**src/rtl/matrix_load_sequencer.sv**
```systemverilog
// rtl/matrix_load_sequencer.sv - sequences one matrix/vector operand load from the host byte stream into the bank DEMUX
module matrix_load_sequencer #(
    parameter int DATA_W  = 8,
    parameter int MAX_DIM = 5
) (
    input  logic              i_clk,
    input  logic              reset,
    input  logic              i_start,
    input  logic [7:0]        size_x,
    input  logic [7:0]        size_y,
    input  logic [DATA_W-1:0] i_data,
    input  logic              i_data_valid,
    output logic              o_data_ready,
    output logic [7:0]        write_mat_type,
    output logic              o_wr_en,
    output logic [2:0]        o_wr_row,
    output logic [2:0]        o_wr_col,
    output logic [DATA_W-1:0] o_wr_data,
    output logic              o_busy,
    output logic              o_done,
    output logic              o_error
);

    localparam logic [7:0] MAX_DIM_B = 8'(MAX_DIM);
    localparam logic [7:0] MIN_DIM_B = 8'd2;

    typedef enum logic [1:0] {
        S_IDLE  = 2'd0,
        S_CHECK = 2'd1,
        S_LOAD  = 2'd2,
        S_DONE  = 2'd3
    } state_t;

    state_t state_q;

    // Dimensions captured at i_start; they drive CHECK and the column wrap point.
    logic [7:0] size_x_q;
    logic [7:0] size_y_q;

    // Load progress: element count, row-major indices and the column wrap value.
    logic [4:0] elem_total_q;
    logic [4:0] elem_cnt_q;
    logic [2:0] row_q;
    logic [2:0] col_q;
    logic [2:0] last_col_q;

    // Registered outputs.
    logic              ready_q;
    logic [7:0]        mat_type_q;
    logic              wr_en_q;
    logic [2:0]        wr_row_q;
    logic [2:0]        wr_col_q;
    logic [DATA_W-1:0] wr_data_q;
    logic              busy_q;
    logic              done_q;
    logic              error_q;

    // Decode of the latched dimensions, used only while in CHECK.
    logic       is_vector;
    logic       dims_legal;
    logic [7:0] mat_type_d;
    logic [2:0] dim3;
    logic [4:0] dim5;
    logic [4:0] square_cnt;
    logic [4:0] elem_total_d;
    logic [2:0] last_col_d;

    // Handshake and index advance, used only while in LOAD.
    logic       xfer;
    logic       col_wrap;
    logic       last_elem;

    // Dimension check and the matrix type / element count it implies.
    always_comb begin
        is_vector    = (size_y_q == 8'd0);
        dims_legal   = (size_x_q >= MIN_DIM_B) && (size_x_q <= MAX_DIM_B) &&
                       (is_vector || (size_y_q == size_x_q));
        mat_type_d   = is_vector ? (size_x_q + 8'd3) : (size_x_q - 8'd1);
        dim3         = size_x_q[2:0];
        dim5         = {2'b00, dim3};
        square_cnt   = dim5 * dim5;
        elem_total_d = is_vector ? dim5 : square_cnt;
        last_col_d   = dim3 - 3'd1;
    end

    // Transfer qualification and row-major wrap points.
    always_comb begin
        xfer      = ready_q && i_data_valid;
        col_wrap  = (col_q == last_col_q);
        last_elem = (elem_cnt_q == (elem_total_q - 5'd1));
    end

    // Load sequencer: latch, check, stream elements with a one-cycle strobe, then pulse done.
    always_ff @(posedge i_clk) begin
        if (!reset) begin
            state_q      <= S_IDLE;
            size_x_q     <= 8'd0;
            size_y_q     <= 8'd0;
            elem_total_q <= 5'd0;
            elem_cnt_q   <= 5'd0;
            row_q        <= 3'd0;
            col_q        <= 3'd0;
            last_col_q   <= 3'd0;
            ready_q      <= 1'b0;
            mat_type_q   <= 8'd0;
            wr_en_q      <= 1'b0;
            wr_row_q     <= 3'd0;
            wr_col_q     <= 3'd0;
            wr_data_q    <= '0;
            busy_q       <= 1'b0;
            done_q       <= 1'b0;
            error_q      <= 1'b0;
        end else begin
            wr_en_q <= 1'b0;
            done_q  <= 1'b0;
            case (state_q)
                S_IDLE: begin
                    if (i_start) begin
                        size_x_q <= size_x;
                        size_y_q <= size_y;
                        error_q  <= 1'b0;
                        state_q  <= S_CHECK;
                    end
                end
                S_CHECK: begin
                    if (dims_legal) begin
                        mat_type_q   <= mat_type_d;
                        elem_total_q <= elem_total_d;
                        last_col_q   <= last_col_d;
                        elem_cnt_q   <= 5'd0;
                        row_q        <= 3'd0;
                        col_q        <= 3'd0;
                        ready_q      <= 1'b1;
                        busy_q       <= 1'b1;
                        state_q      <= S_LOAD;
                    end else begin
                        // Bad dimensions leave the previous DEMUX select in place.
                        error_q <= 1'b1;
                        state_q <= S_IDLE;
                    end
                end
                S_LOAD: begin
                    if (xfer) begin
                        wr_en_q    <= 1'b1;
                        wr_data_q  <= i_data;
                        wr_row_q   <= row_q;
                        wr_col_q   <= col_q;
                        elem_cnt_q <= elem_cnt_q + 5'd1;
                        if (col_wrap) begin
                            col_q <= 3'd0;
                            row_q <= row_q + 3'd1;
                        end else begin
                            col_q <= col_q + 3'd1;
                        end
                        // Ready falls together with the final strobe so no extra byte is taken.
                        if (last_elem) begin
                            ready_q <= 1'b0;
                            state_q <= S_DONE;
                        end
                    end
                end
                S_DONE: begin
                    done_q  <= 1'b1;
                    busy_q  <= 1'b0;
                    state_q <= S_IDLE;
                end
                default: begin
                    state_q <= S_IDLE;
                end
            endcase
        end
    end

    assign o_data_ready   = ready_q;
    assign write_mat_type = mat_type_q;
    assign o_wr_en        = wr_en_q;
    assign o_wr_row       = wr_row_q;
    assign o_wr_col       = wr_col_q;
    assign o_wr_data      = wr_data_q;
    assign o_busy         = busy_q;
    assign o_done         = done_q;
    assign o_error        = error_q;

endmodule

```
**config.mk**
```make
export PLATFORM = sky130hd
export DESIGN_NAME = matrix_load_sequencer
export DESIGN_NICKNAME = d
export VERILOG_FILES = /design/src/rtl/matrix_load_sequencer.sv
export SDC_FILE = /design/constraint.sdc
export NUM_CORES = 1
export LEC_CHECK = 0
export ABC_CLOCK_PERIOD_IN_PS = 2300
export BUFFER_PORTS_ARGS = -buffer_cell sky130_fd_sc_hd__clkbuf_2
export CORE_UTILIZATION = 40
export DETAILED_ROUTE_END_ITERATION = 10
export GPL_TIMING_DRIVEN = 0
export PLACE_DENSITY = 0.74
export RECOVER_POWER = 25
export SLEW_MARGIN = 20
export SYNTH_ARGS = -nofsm -noshare
export SYNTH_HDL_FRONTEND = slang
export SYNTH_SLANG_ARGS = --single-unit
```
**constraint.sdc**
```tcl
create_clock -name i_clk -period 2.3 [get_ports i_clk]
set_input_delay 0.69 -clock i_clk [delete_from_list [all_inputs] [get_ports i_clk]]
set_output_delay 0.69 -clock i_clk [all_outputs]
set_load 0.005 [all_outputs]
```
### Yosys cells after proc, flatten, opt, wreduce, memory -nomap -nowiden

Index checks and enable logic that the tools add are counted.

* register bits: 64
* input port bits: 28
* memory bits (read-only): 0
* output and inout port bits: 27
* bits in latches: 0
* logic and storage cells: 85
* memories kept: 0
* RAM bits: 0

* magnitude comparators: 2
* $add $sub $neg: 7
* multiplexer cells: 27
* reduce and logical (&&, ||, !) cells: 19
* multipliers: 1
* eq/ne operators: 12
* shift operators: 0
* bitwise gates (word level): 0
* divide/modulo/power cells: 0

Operator list (count)
* 3-bit 2-to-1 mux: 5
* 5-bit 2-to-1 mux: 3
* 2-bit != test (second input constant): 6
* 3-bit one-hot mux with 2 select lines: 2
* 5-bit one-hot mux with 2 select lines: 1
* 2-bit AND reduction: 5
* 3-bit AND reduction: 3
* 8-bit by 2-bit adder with 8-bit output (second input constant): 1
* 8-bit == test: 1
* 8-bit by 2-bit >= comparator with 1-bit output (second input constant): 1
* 8-bit by 3-bit <= comparator with 1-bit output (second input constant): 1
* 8-bit logical NOT: 1
* 2-bit 2-to-1 mux: 4
* 8-bit 2-to-1 mux: 1
* 2-bit one-hot mux with 4 select lines: 1
* 4-bit AND reduction: 2
* 8-bit by 1-bit subtractor with 8-bit output (second input constant): 1
* 1-bit 2-to-1 mux: 7
* 3-bit by 1-bit adder with 3-bit output (second input constant): 2
* 1-bit one-hot mux with 2 select lines: 3
* 2-bit nonzero test: 3
* 5-bit by 1-bit adder with 5-bit output (second input constant): 1
* 5-bit == test: 1
* 3-bit by 3-bit multiplier with 5-bit output: 1
* other kinds (8): 11

### Longest topological paths before layout

Gate-level depths: netlist of the first run.

* word-level depth: 5
* gate-level depth with buffers: 10
* gate-level depth less buffers: 9

### Worst setup path after synthesis of the first run

Ideal clock, no wire load.

* path type: register to register
* start: register size_y_q[7]
* end: register mat_type_q[7], in the netlist write_mat_type[7]
* path slack: 167 ps
* required time: 2182 ps
* path buffers: 0
* library setup time: 118 ps
* cell stages (with the launch flop): 10
* data arrival time: 2014 ps
* clock period less this slack: 2133 ps
* cells stage by stage: dfxtp_1 nor4_1 nand2_1 ha_1 o21ai_0 a211oi_1 a21o_1 a21oi_1 xnor2_1 o21ai_1

* longest elaborated chain between the ends: 4

RTL lines
* start, declared: line 38 `logic [7:0] size_y_q;`
* start signal, assigned: line 120 `size_y_q <= size_y;`
* 8-bit == test / 8-bit logical NOT (equally long branches): line 77, 75
* 1-bit logical OR: line 77 `(is_vector || (size_y_q == size_x_q));`
* 1-bit logical AND: line 76 `dims_legal = (size_x_q >= MIN_DIM_B) && (size_x_q <= MAX_DIM_B) &&`
* 2-bit AND reduction (no source line)
* end signal, assigned: line 127 `mat_type_q <= mat_type_d;`
* end, declared: line 49 `logic [7:0] mat_type_q;`

Parallel ways exist; a longest one is shown, timed or not.
A chain may end at the register's enable or synchronous reset.

### Worst setup path after layout of the first run

Ends and elaborated chain as after synthesis.

==> results of run 1 <==
cells in the mapped netlist (all sizes together) (7+ instances only):
cell,count
ha,15
o21ai,7
xor2,18
xnor2,11
a21oi,8
nor2b,8
clkbuf,13
nor2,17
dfxtp,62
nand2,84
a21boi,39
nand3,11
nor3,7
sequential cells by signal (all words and copies together), names as in the netlist, 5 cells and up, named ones only:
signal / flops
elem_cnt_q: 5
elem_total_q: 5
o_wr_data: 8
size_x_q: 8
size_y_q: 8
write_mat_type: 6
cell type report:
type                    count  area [um2]  share of cell area
clock buffers              14       162.7             0.04472
plain buffers              19       90.09             0.02477
clock inverters             1       5.005            0.001376
well taps                  99       123.9             0.03406
repair buffers             57       286.5             0.07878
inverters                   5       18.77            0.005160
multi-input cells         270        1709              0.4699
flip-flops and latches     62        1241              0.3412
layer usage:
layer	track usage	vias to the layer above	part of all wire
met5	0	-	0
met4	0.07918	0	0.015
met2	0.3049	42	0.48
met3	0.04384	9	0.040
li1	-	1326	-
met1	0.2355	1221	0.46
how the worst max path moves through the flow:
| stage | endpoint |
|---|---|
| floorplan | write_mat_type[7] |
| CTS | row_q[1] |
| finish | write_mat_type[7] |
| global placement | write_mat_type[7] |
| detailed placement | write_mat_type[7] |
| global route | write_mat_type[7] |
critical path: cells and delay by family, from the launching register on:
kind / cells / cell delay, ps
DFF: 1 / 350
adders and majority gates: 1 / 370
and+or+nand+nor: 3 / 680
AOI/OAI and AO/OA: 4 / 520
xor gates and xnor gates: 1 / 150
what timing repair did:
item | CTS | global route
pin swaps | 1 | 2
endpoints found under the setup margin | 4 | 18
gates resized for setup | 2 | 10
setup buffers | 2 | 2
endpoints found under the hold margin | 0 | 0
where the power goes:
group	switching (mW)	internal [mW]	total, mW
Combinational	0.174	0.156	0.330
Clock	0.393	0.444	0.837
Sequential	0.0319	1.10	1.13
Total	0.599	1.70	2.30
logic make-up (layout without fill, tap and decap cells):
kind of cell             count (synthesis)  in the layout
AO/OA/AOI/OAI                           67             67
XOR/XNOR                                29             29
adder cells (fa/ha/maj)                 15             15
buffers and inverters                   24             96
flip-flops                              62             62
multiplexers                             6              6
AND/OR/NAND/NOR                        153            153
through the flow:
stage                     setup WS, ps  hold WS (ps)  TNS (ps)  cell area (um2)  total power, mW
after floorplan                  167.2         442.3         0             3012            1.359
after detailed placement        -180.3         449.9    -260.8             3401            1.443
after global routing            0.9937         484.6         0             3637            2.406
final                            123.6         455.3         0             3637            2.297
after global placement          -145.2         438.9    -156.2             3401            1.437
after CTS                        49.11         459.7         0             3591            2.295
==> metrics, run 1 <==
max-cap viol count 0; Hold Crit Start write_mat_type[5]; share of layout cells above drive strength 1 0.1893; IO buf count 53; Slew Limit Fails 0; Residual DRC 0; Worst-Skew Late Latency ~340 ps; Top FF cell, synth dfxtp_1; Total GRT Usage 0.1865; initial antenna violation count 0; register area share after synthesis 0.4121; CP max stage cell ha_1; mux contribution to synthesized area 0.02077; Seq cells post-synth between 60 and 70; root buffer cell clkbuf_8; Non-Filler Instances ~530; hold path depth 2; largest net degree at the start of global routing 11; Final Skew about 6.5 ps; CTS clk-pin slew, worst paths approximately 60 ps; largest cells by area after synthesis dfxtp_1 (41%), nand2_1 (10%), a21boi_0 (8.7%); final setup fails 0; die height 88.77 um; main combinational cell family by area after synthesis simple AND/OR/NAND/NOR gates; hold path endpoint write_mat_type[5]; crit path launch type flop; crit-path cells nor4_2 > nand2_2 > ha_1 > nor3_1 > a211oi_2 > a21o_1 > a21oi_1 > xnor2_1 > o21ai_1; Ports between 50 and 60; Leak ~1.5 nW; DR WL/cell roughly 13 um; Worst VDD drop 281.5 uV; Critical Path RT between 2000 and 3000 ps; Final Hold Viols 0; final wirelength about 6900 um; Post-Synthesis Cells 356; Final GP Congestion just under 0.9; Setup crit end kind flop; most frequent cells in the layout nand2_1 (82), dfxtp_1 (62), clkbuf_2 (46), a21boi_0 (35), clkbuf_1 (23); clk sinks 62; post-synthesis compound-gate area fraction 0.1550; Layout area overhead 20.77%; vias around 2600; CP arrival between 2000 and 2500 ps; DRT iter0 DRCs 131; first-pass GRT wire length around 11000 um; placed cell count 508; Post-Syn Area around 3000 um2; PwrDens about 630 nW/um2; CTS buffer count 9; grt ovf 0; flop-to-flop setup slack around 120 ps; Syn Nets approximately 400; distinct cell type count after synthesis 40; Hold WC Path Type flop to flop; chip width approximately 90 um; kind of critical path flop to flop; Antenna Cells 0; r2r startpoint size_y_q[7]; post-synth top area share 0.4121; first drt pass iteration count 4; fin crit period ~2200 ps; Ys Warns 0; Rows 31; Worst-Margin Slew approximately 500 ps; Die ar. 7880 um2; FFs w/ async S/R, synth 0; Post-layout nets 467; CP Max Fanout 6; CTS tree built; final core utilization 0.5015; Core ar. 7253 um2; top cell type by total area after synthesis dfxtp_1; status finished clean; Final period util 0.9463; commonest non-fill, non-tap cell in the layout nand2_1; Crit path largest cell delay approximately 370 ps; reg2reg end write_mat_type[7]; starting density of the core 0.4152; total of fill cells in the finished design roughly 720; Syn Area/Cell roughly 8.5 um2; Routed Antenna Nets 0; RSZ-0062 raised after global routing no; Peak Freq approximately 460 MHz; vias in the first global route 2464; R2R depth 9; via/cell ratio approximately 5; Synth Area in XOR/XNOR 0.08434; DP Wirelength between 5000 and 6000 um; Post-synth EDFFs 0; CP Launch Point size_y_q[7]; H-Tree Depth 3; Simple-Gate Fraction of Synth Area 0.2293; cts hold-fix bufs 0; Max clock buf depth 2; Synth Area in Adders 0.06232; relative slew slack 0.6671
Note: power is estimated with default switching activity, not from simulation.
==> run 2: changes to the inputs <==
--- a/config.mk
+++ b/config.mk
@@ -5,6 +5,7 @@
 export SDC_FILE = /design/constraint.sdc
 export NUM_CORES = 1
 export LEC_CHECK = 0
+export ABC_AREA = 1
 export ABC_CLOCK_PERIOD_IN_PS = 2300
 export BUFFER_PORTS_ARGS = -buffer_cell sky130_fd_sc_hd__clkbuf_2
 export CORE_UTILIZATION = 40
==> run 2 against run 1 <==
  * First-iteration DRC count increased by 31%
  * Register-to-register slack improved by 70 ps
  * Critical endpoint is now write_mat_type[5]
  * Synthesized cell count increased by 13%
  * Sequential share of layout area decreased by 0.059 points
==> metrics, run 2 <==
Residual DRC 0 (unchanged); DP Wirelength 5121 um (was 5015 um); Peak Freq 474.3 MHz (was 459.5 MHz); first drt pass iteration count 5 (was 4); CP most frequent cell nand2_1; met2 Use GR 0.3210 (was 0.3049); largest net degree at the start of global routing 12 (was 11); Area after DPL 3402 um2 (was 3401 um2); Post-Synthesis Cells 404 (was 356); initial antenna violation count 0 (unchanged); Syn Area/Cell 7.445 um2 (was 8.460 um2); commonest non-fill, non-tap cell in the layout nand2_1 (unchanged); total power 2.580 mW (was 2.297 mW); Ys Warns 0 (unchanged); Worst-Margin Slew 592.1 ps (was 499.4 ps); Rows 31 (unchanged); Layout area overhead 21.13% (was 20.77%); DR WL/cell 12.43 um (was 13.08 um); final wirelength 7122 um (was 6894 um); Post-synth EDFFs 0 (unchanged); final setup fails 0 (unchanged); CP max stage cell ha_1 (unchanged); cts hold-fix bufs 0 (unchanged); Slew Limit Fails 0 (unchanged); post-synth top area share 0.4126 (was 0.4121); Final period util 0.9168 (was 0.9463); grt ovf 0 (unchanged); Worst-Skew Late Latency 340 ps (about the same); max-cap viol count 0 (unchanged); IO buf count 54 (was 53); crit-path cells nor2_1 > nand3_1 > nor2_4 > inv_2 > ha_1 > nand2_1 > inv_1 > nand4_1 > o211ai_1 > xor2_1 > nand2_1 > a21oi_1 (was nor4_2 > nand2_2 > ha_1 > nor3_1 > a211oi_2 > a21o_1 > a21oi_1 > xnor2_1 > o21ai_1); Routed Antenna Nets 0 (unchanged); total of fill cells in the finished design 734 (was 722); Max clock buf depth 2 (unchanged); Total GRT Usage 0.1978 (was 0.1865); busiest grt layer met2 (unchanged); DRT iter0 DRCs 172 (was 131); hold_ws 477.8 ps (was 455.3 ps); Worst VDD drop 283.3 uV (was 281.5 uV); Crit path largest cell delay 360 ps (was 370 ps); top cell type by total area after synthesis dfxtp_1 (unchanged); register area 1241 um2 (unchanged); distinct cell type count after synthesis 28 (was 40); H-Tree Depth 3 (unchanged); Critical Path RT 2570 ps (was 2530 ps); Antenna Cells 0 (unchanged); Setup TNS 0 ps (unchanged); kind of critical path flop to flop (unchanged); R2R depth 12 (was 9); share of layout cells above drive strength 1 0.1835 (was 0.1893); CP Max Fanout 10 (was 6); status finished clean (unchanged); FFs w/ async S/R, synth 0 (unchanged); die height 88.72 um (was 88.77 um); first-pass GRT wire length 11900 um (was 11140 um); Final GP Congestion 0.8202 (was 0.8761); Post-CTS Setup Inserts 0 (was 2); post-route cell area 3643 um2 (was 3637 um2); clk sinks 62 (unchanged); PwrDens 708.0 nW/um2 (was 631.4 nW/um2); starting density of the core 0.4147 (was 0.4152); Post-Syn Area 3008 um2 (was 3012 um2); CP arrival 2370 ps (was 2410 ps); RSZ-0062 raised after global routing no (unchanged); met3 usage in global routing 0.04944 (was 0.04384); Syn Nets 447 (was 399); Final Hold Viols 0 (unchanged); most frequent cell after synthesis nand2_1 (unchanged); Synth top cells by count nand2_1 (73), nor2_1 (63), dfxtp_1 (62), o21ai_0 (41), a21oi_1 (34) (was nand2_1 (83), dfxtp_1 (62), a21boi_0 (35), xor2_1 (18), nor2_1 (17)); crit path launch type flop (unchanged); root buffer cell clkbuf_8 (unchanged); vias in the first global route 2668 (was 2464); Top FF cell, synth dfxtp_1 (unchanged); Hold WC Path Type flop to flop (unchanged); Seq cells post-synth 62 (unchanged); CTS buffer count 9 (unchanged); CTS tree built (unchanged); Setup crit end kind flop (unchanged); Leak 1.635 nW (was 1.499 nW); Ports 55 (unchanged); fin crit period 2109 ps (was 2176 ps); vias 2817 (was 2598); Core ar. 7253 um2 (unchanged); hold path depth 2 (unchanged); Post-layout nets 512 (was 467); area of the multi-input gates 1575 um2 (was 1709 um2); M1 GR Usage 0.2447 (was 0.2355); Post-CTS Resized 0 (was 2); relative slew slack 0.6053 (was 0.6671); most frequent cells in the layout nand2_1 (73), nor2_1 (64), dfxtp_1 (62), clkbuf_2 (46), o21ai_0 (40) (was nand2_1 (82), dfxtp_1 (62), clkbuf_2 (46), a21boi_0 (35), clkbuf_1 (23)); CTS clk-pin slew, worst paths 80 ps (was 60 ps); Die ar. 7870 um2 (was 7880 um2); chip width 88.72 um (was 88.77 um); register area share after synthesis 0.4126 (was 0.4121); Final Skew 10.49 ps (was 6.509 ps); via/cell ratio 4.916 (was 4.930); largest cells by area after synthesis dfxtp_1 (41%), nand2_1 (9.1%), nor2_1 (7.9%) (was dfxtp_1 (41%), nand2_1 (10%), a21boi_0 (8.7%))
run 2: cell types whose count changed after synthesis, sizes merged, moves of 9 or more:
cell,change
xor2,-11
nor2,+48
a21boi,-39
a21oi,+32
nand2,-9
inv,+28
o21ai,+34
run 2: path summary, 6_finish.rpt:
check	from	slack, ps	end
max	size_y_q[7]	190	write_mat_type[5]
min	o_busy	480	o_busy
max reg2reg	size_y_q[7]	190	write_mat_type[5]
min reg2reg	o_busy	480	o_busy
run 2: final cells by class:
class	instances	area share
Multi-Input combinational cell	292	0.4323
Clock buffer	11	0.03881
Timing Repair Buffer	54	0.07143
Clock inverter	5	0.02266
Sequential cell	62	0.3407
Tap cell	99	0.03400
Inverter	33	0.03400
Buffer	17	0.02610
run 2: kinds of logic (layout without fill, tap and decap cells):
group                      after synthesis  count (layout)  share of synthesized area
xor gates and xnor gates                23              23                    0.06697
buffers and inverters                   50             120                    0.07279
adders and majority gates               15              15                    0.06240
and+or+nand+nor                        169             169                     0.2329
DFF                                     62              62                     0.4126
AOI/OAI and AO/OA                       85              85                     0.1522
run 2: layer usage:
layer,wire [um],vias up
met4,118,0
met1,3300,1310
met3,299,6
li1,-,1443
met2,3404,58
met5,0,-
run 2: report_power, final:
part / internal [mW] / switching (mW) / total, mW
combinational: 0.147 / 0.210 / 0.357
sequential: 1.10 / 0.0354 / 1.14
clock: 0.642 / 0.442 / 1.08
total: 1.89 / 0.687 / 2.58
run 2: metrics by stage:
step / cells / setup slack, ps / utilization
2_1_floorplan: 404 / 424.5 / -
3_3_place_gp: 557 / 164.1 / 0.4690
3_5_place_dp: 557 / 152.0 / 0.4690
4_1_cts: 573 / 96.47 / 0.4999
5_1_grt: 573 / 3.555 / 0.5023
6_report: 573 / 191.4 / 0.5023
run 2: worst max-delay path, delay by kind of cell (launching register included):
family	cells	cell delay [ps]
compound gates	2	240
xor+xnor	1	180
fa+ha+maj	1	360
buf+inv	2	200
flops	1	340
simple gates	6	700
==> run 3: changes to the inputs <==
--- a/config.mk
+++ b/config.mk
@@ -6,13 +6,13 @@
 export NUM_CORES = 1
 export LEC_CHECK = 0
 export ABC_AREA = 1
-export ABC_CLOCK_PERIOD_IN_PS = 2300
+export ABC_CLOCK_PERIOD_IN_PS = 2150
 export BUFFER_PORTS_ARGS = -buffer_cell sky130_fd_sc_hd__clkbuf_2
 export CORE_UTILIZATION = 40
+export CTS_BUF_LIST = sky130_fd_sc_hd__clkbuf_4
 export DETAILED_ROUTE_END_ITERATION = 10
 export GPL_TIMING_DRIVEN = 0
-export PLACE_DENSITY = 0.74
-export RECOVER_POWER = 25
+export PLACE_DENSITY = 0.72
 export SLEW_MARGIN = 20
 export SYNTH_ARGS = -nofsm -noshare
 export SYNTH_HDL_FRONTEND = slang
==> constraint.sdc (replaced) <==
create_clock -name i_clk -period 2.15 [get_ports i_clk]
set_input_delay 0.645 -clock i_clk [delete_from_list [all_inputs] [get_ports i_clk]]
set_output_delay 0.645 -clock i_clk [all_outputs]
set_load 0.005 [all_outputs]
==> run 3 against run 2 <==
  * Setup slack worse by 41 ps
  * Critical endpoint is now write_mat_type[7]
  * Routed wire length down 0.59%
  * Utilization up 0.10 points
  * Design area up 0.21%
  * Count of clock-buffer cells in the layout down 1
  * Sequential power up 7%
  * Critical path type unchanged
  * Critical path depth unchanged
  * Non-clock buffer count up 2
  * Final cell count up 0.35%
  * Clock skew up 3.6 ps
  * Total power down 1.6%
==> metrics, run 3 (synthesis gave the netlist of run 2 again) <==
DRT iter0 DRCs 132 (was 172); CP arrival 2340 ps (was 2370 ps); hold path endpoint o_wr_data[7] (was o_busy); Max clock buf depth 2 (unchanged); starting density of the core 0.4147 (unchanged); Die ar. 7870 um2 (unchanged); CP Launch Point size_y_q[7] (unchanged); DR WL/cell 12.31 um (was 12.43 um); crit path launch type flop (unchanged); share of layout cells above drive strength 1 0.2164 (was 0.1835); Final GP Congestion 0.8516 (was 0.8202); status finished clean (unchanged); max-cap viol count 0 (unchanged); CP Max Fanout 10 (unchanged); root buffer cell clkbuf_4 (was clkbuf_8); DP Wirelength 5010 um (was 5121 um); most frequent cells in the layout nand2_1 (72), nor2_1 (62), dfxtp_1 (62), clkbuf_2 (54), o21ai_0 (40) (was nand2_1 (73), nor2_1 (64), dfxtp_1 (62), clkbuf_2 (46), o21ai_0 (40)); PwrDens 695.5 nW/um2 (was 708.0 nW/um2); Post-layout nets 514 (was 512); Core ar. 7253 um2 (unchanged); chip width 88.72 um (unchanged); Setup crit end kind flop (unchanged); CTS tree built (unchanged); Hold WC Path Type input pin to flop (was flop to flop); hold path depth 3 (was 2); H-Tree Depth 3 (unchanged); Total GRT Usage 0.1928 (was 0.1978); Ports 55 (unchanged); Peak Freq 500.1 MHz (was 474.3 MHz); Final Skew 14.06 ps (was 10.49 ps); Final period util 0.9300 (was 0.9168); Routed Antenna Nets 0 (unchanged); Setup WS pre-CTS -32.62 ps (was 152.0 ps); Worst-Skew Late Latency 410 ps (was 340 ps); relative slew slack 0.6219 (was 0.6053); Final Hold Viols 0 (unchanged); largest net degree at the start of global routing 11 (was 12); Worst-Margin Slew 567.1 ps (was 592.1 ps); CTS buffer count 9 (unchanged); Slew Limit Fails 0 (unchanged); first-pass GRT wire length 11560 um (was 11900 um); Worst VDD drop 406.3 uV (was 283.3 uV); kind of critical path flop to flop (unchanged); PnR worst setup slack 150.4 ps (was 191.4 ps); Critical Path RT 2490 ps (was 2570 ps); Layout area overhead 21.38% (was 21.13%); Hold Crit Start i_data[7] (was o_busy); fin crit period 2000 ps (was 2109 ps); r2r startpoint size_y_q[7] (unchanged); final wirelength 7080 um (was 7122 um); die height 88.72 um (unchanged); reg2reg end write_mat_type[7] (was write_mat_type[5]); grt ovf 0 (unchanged); total of fill cells in the finished design 721 (was 734); hold_ws 447.5 ps (was 477.8 ps); Setup TNS 0 ps (unchanged); IO buf count 54 (unchanged); Rows 31 (unchanged); commonest non-fill, non-tap cell in the layout nand2_1 (unchanged); vias 2781 (was 2817); Leak 1.645 nW (was 1.635 nW); clk sinks 62 (unchanged); CTS clk-pin slew, worst paths 110 ps (was 80 ps); vias in the first global route 2554 (was 2668); Residual DRC 0 (unchanged); final setup fails 0 (unchanged); R2R depth 12 (unchanged); flop-to-flop setup slack 150 ps (was 190 ps); initial antenna violation count 0 (unchanged); cts hold-fix bufs 0 (unchanged); first drt pass iteration count 4 (was 5); via/cell ratio 4.837 (was 4.916); Antenna Cells 0 (unchanged)
## run 3: cell types whose count changed in the layout (fill, tap and decap cells not counted), sizes merged
cell,before,now
clkinv,3,4
clkbuf,75,74
buf,7,9
## run 3: area by class of cell
| type | count | area [um2] | area share |
|---|---|---|---|
| multi-input combinational | 292 | 1628 | 0.4459 |
| clock buffer | 10 | 75.07 | 0.02056 |
| buffer | 17 | 95.09 | 0.02605 |
| tap | 99 | 123.9 | 0.03393 |
| timing repair buffer | 56 | 285.3 | 0.07814 |
| sequential | 62 | 1241 | 0.3400 |
| inverter | 33 | 126.4 | 0.03461 |
| clock inverter | 6 | 76.32 | 0.02090 |
## run 3: timing repair
action / CTS / global route
pin swaps: 0 / 2
setup endpoints to repair: 2 / 4
resized for setup: 2 / 12
buffers inserted: 0 / 2
gates cloned: 0 / 0
## run 3: metal layers
layer	vias to the layer above	GRT usage	wire length (um)
met4	0	0.08358	174
met3	13	0.05037	252
met1	1275	0.2516	3490
met2	47	0.3007	3162
li1	1446	-	-
met5	-	0	0
## run 3: how the worst max path moves through the flow
stage                        end  slack (ps)  depth (start not counted)
4_1_cts        write_mat_type[6]           5                         12
3_5_place_dp   write_mat_type[7]         -30                         12
5_1_grt        write_mat_type[7]         -50                         12
3_3_place_gp   write_mat_type[7]          10                         12
6_report       write_mat_type[7]         150                         12
2_1_floorplan  write_mat_type[7]         270                         12
## run 3: critical path, stage by stage, from the launching register on
cell	delay, ps
dfxtp_1	350
nor2_2	120
nand3_1	120
nor2_4	180
inv_4	110
ha_4	300
nand2_1	80
nor2_1	160
nand2_1	90
o211ai_1	100
xnor2_1	150
nor2_1	60
nor2_1	90
## run 3: metrics by stage
step	instance area [um2]	power, mW	utilization	cells
finish	3651	2.539	0.5034	575
floorplan	3008	1.504	-	404
CTS	3562	2.495	0.4911	573
global placement	3402	1.591	0.4690	557
global route	3651	2.675	0.5034	575
detailed placement	3402	1.599	0.4690	557
## run 3: power breakdown
group | internal (mW) | leakage [nW] | switching [mW]
clock network | 0.472 | 0.0829 | 0.425
logic | 0.182 | 1.06 | 0.238
registers | 1.18 | 0.504 | 0.0419
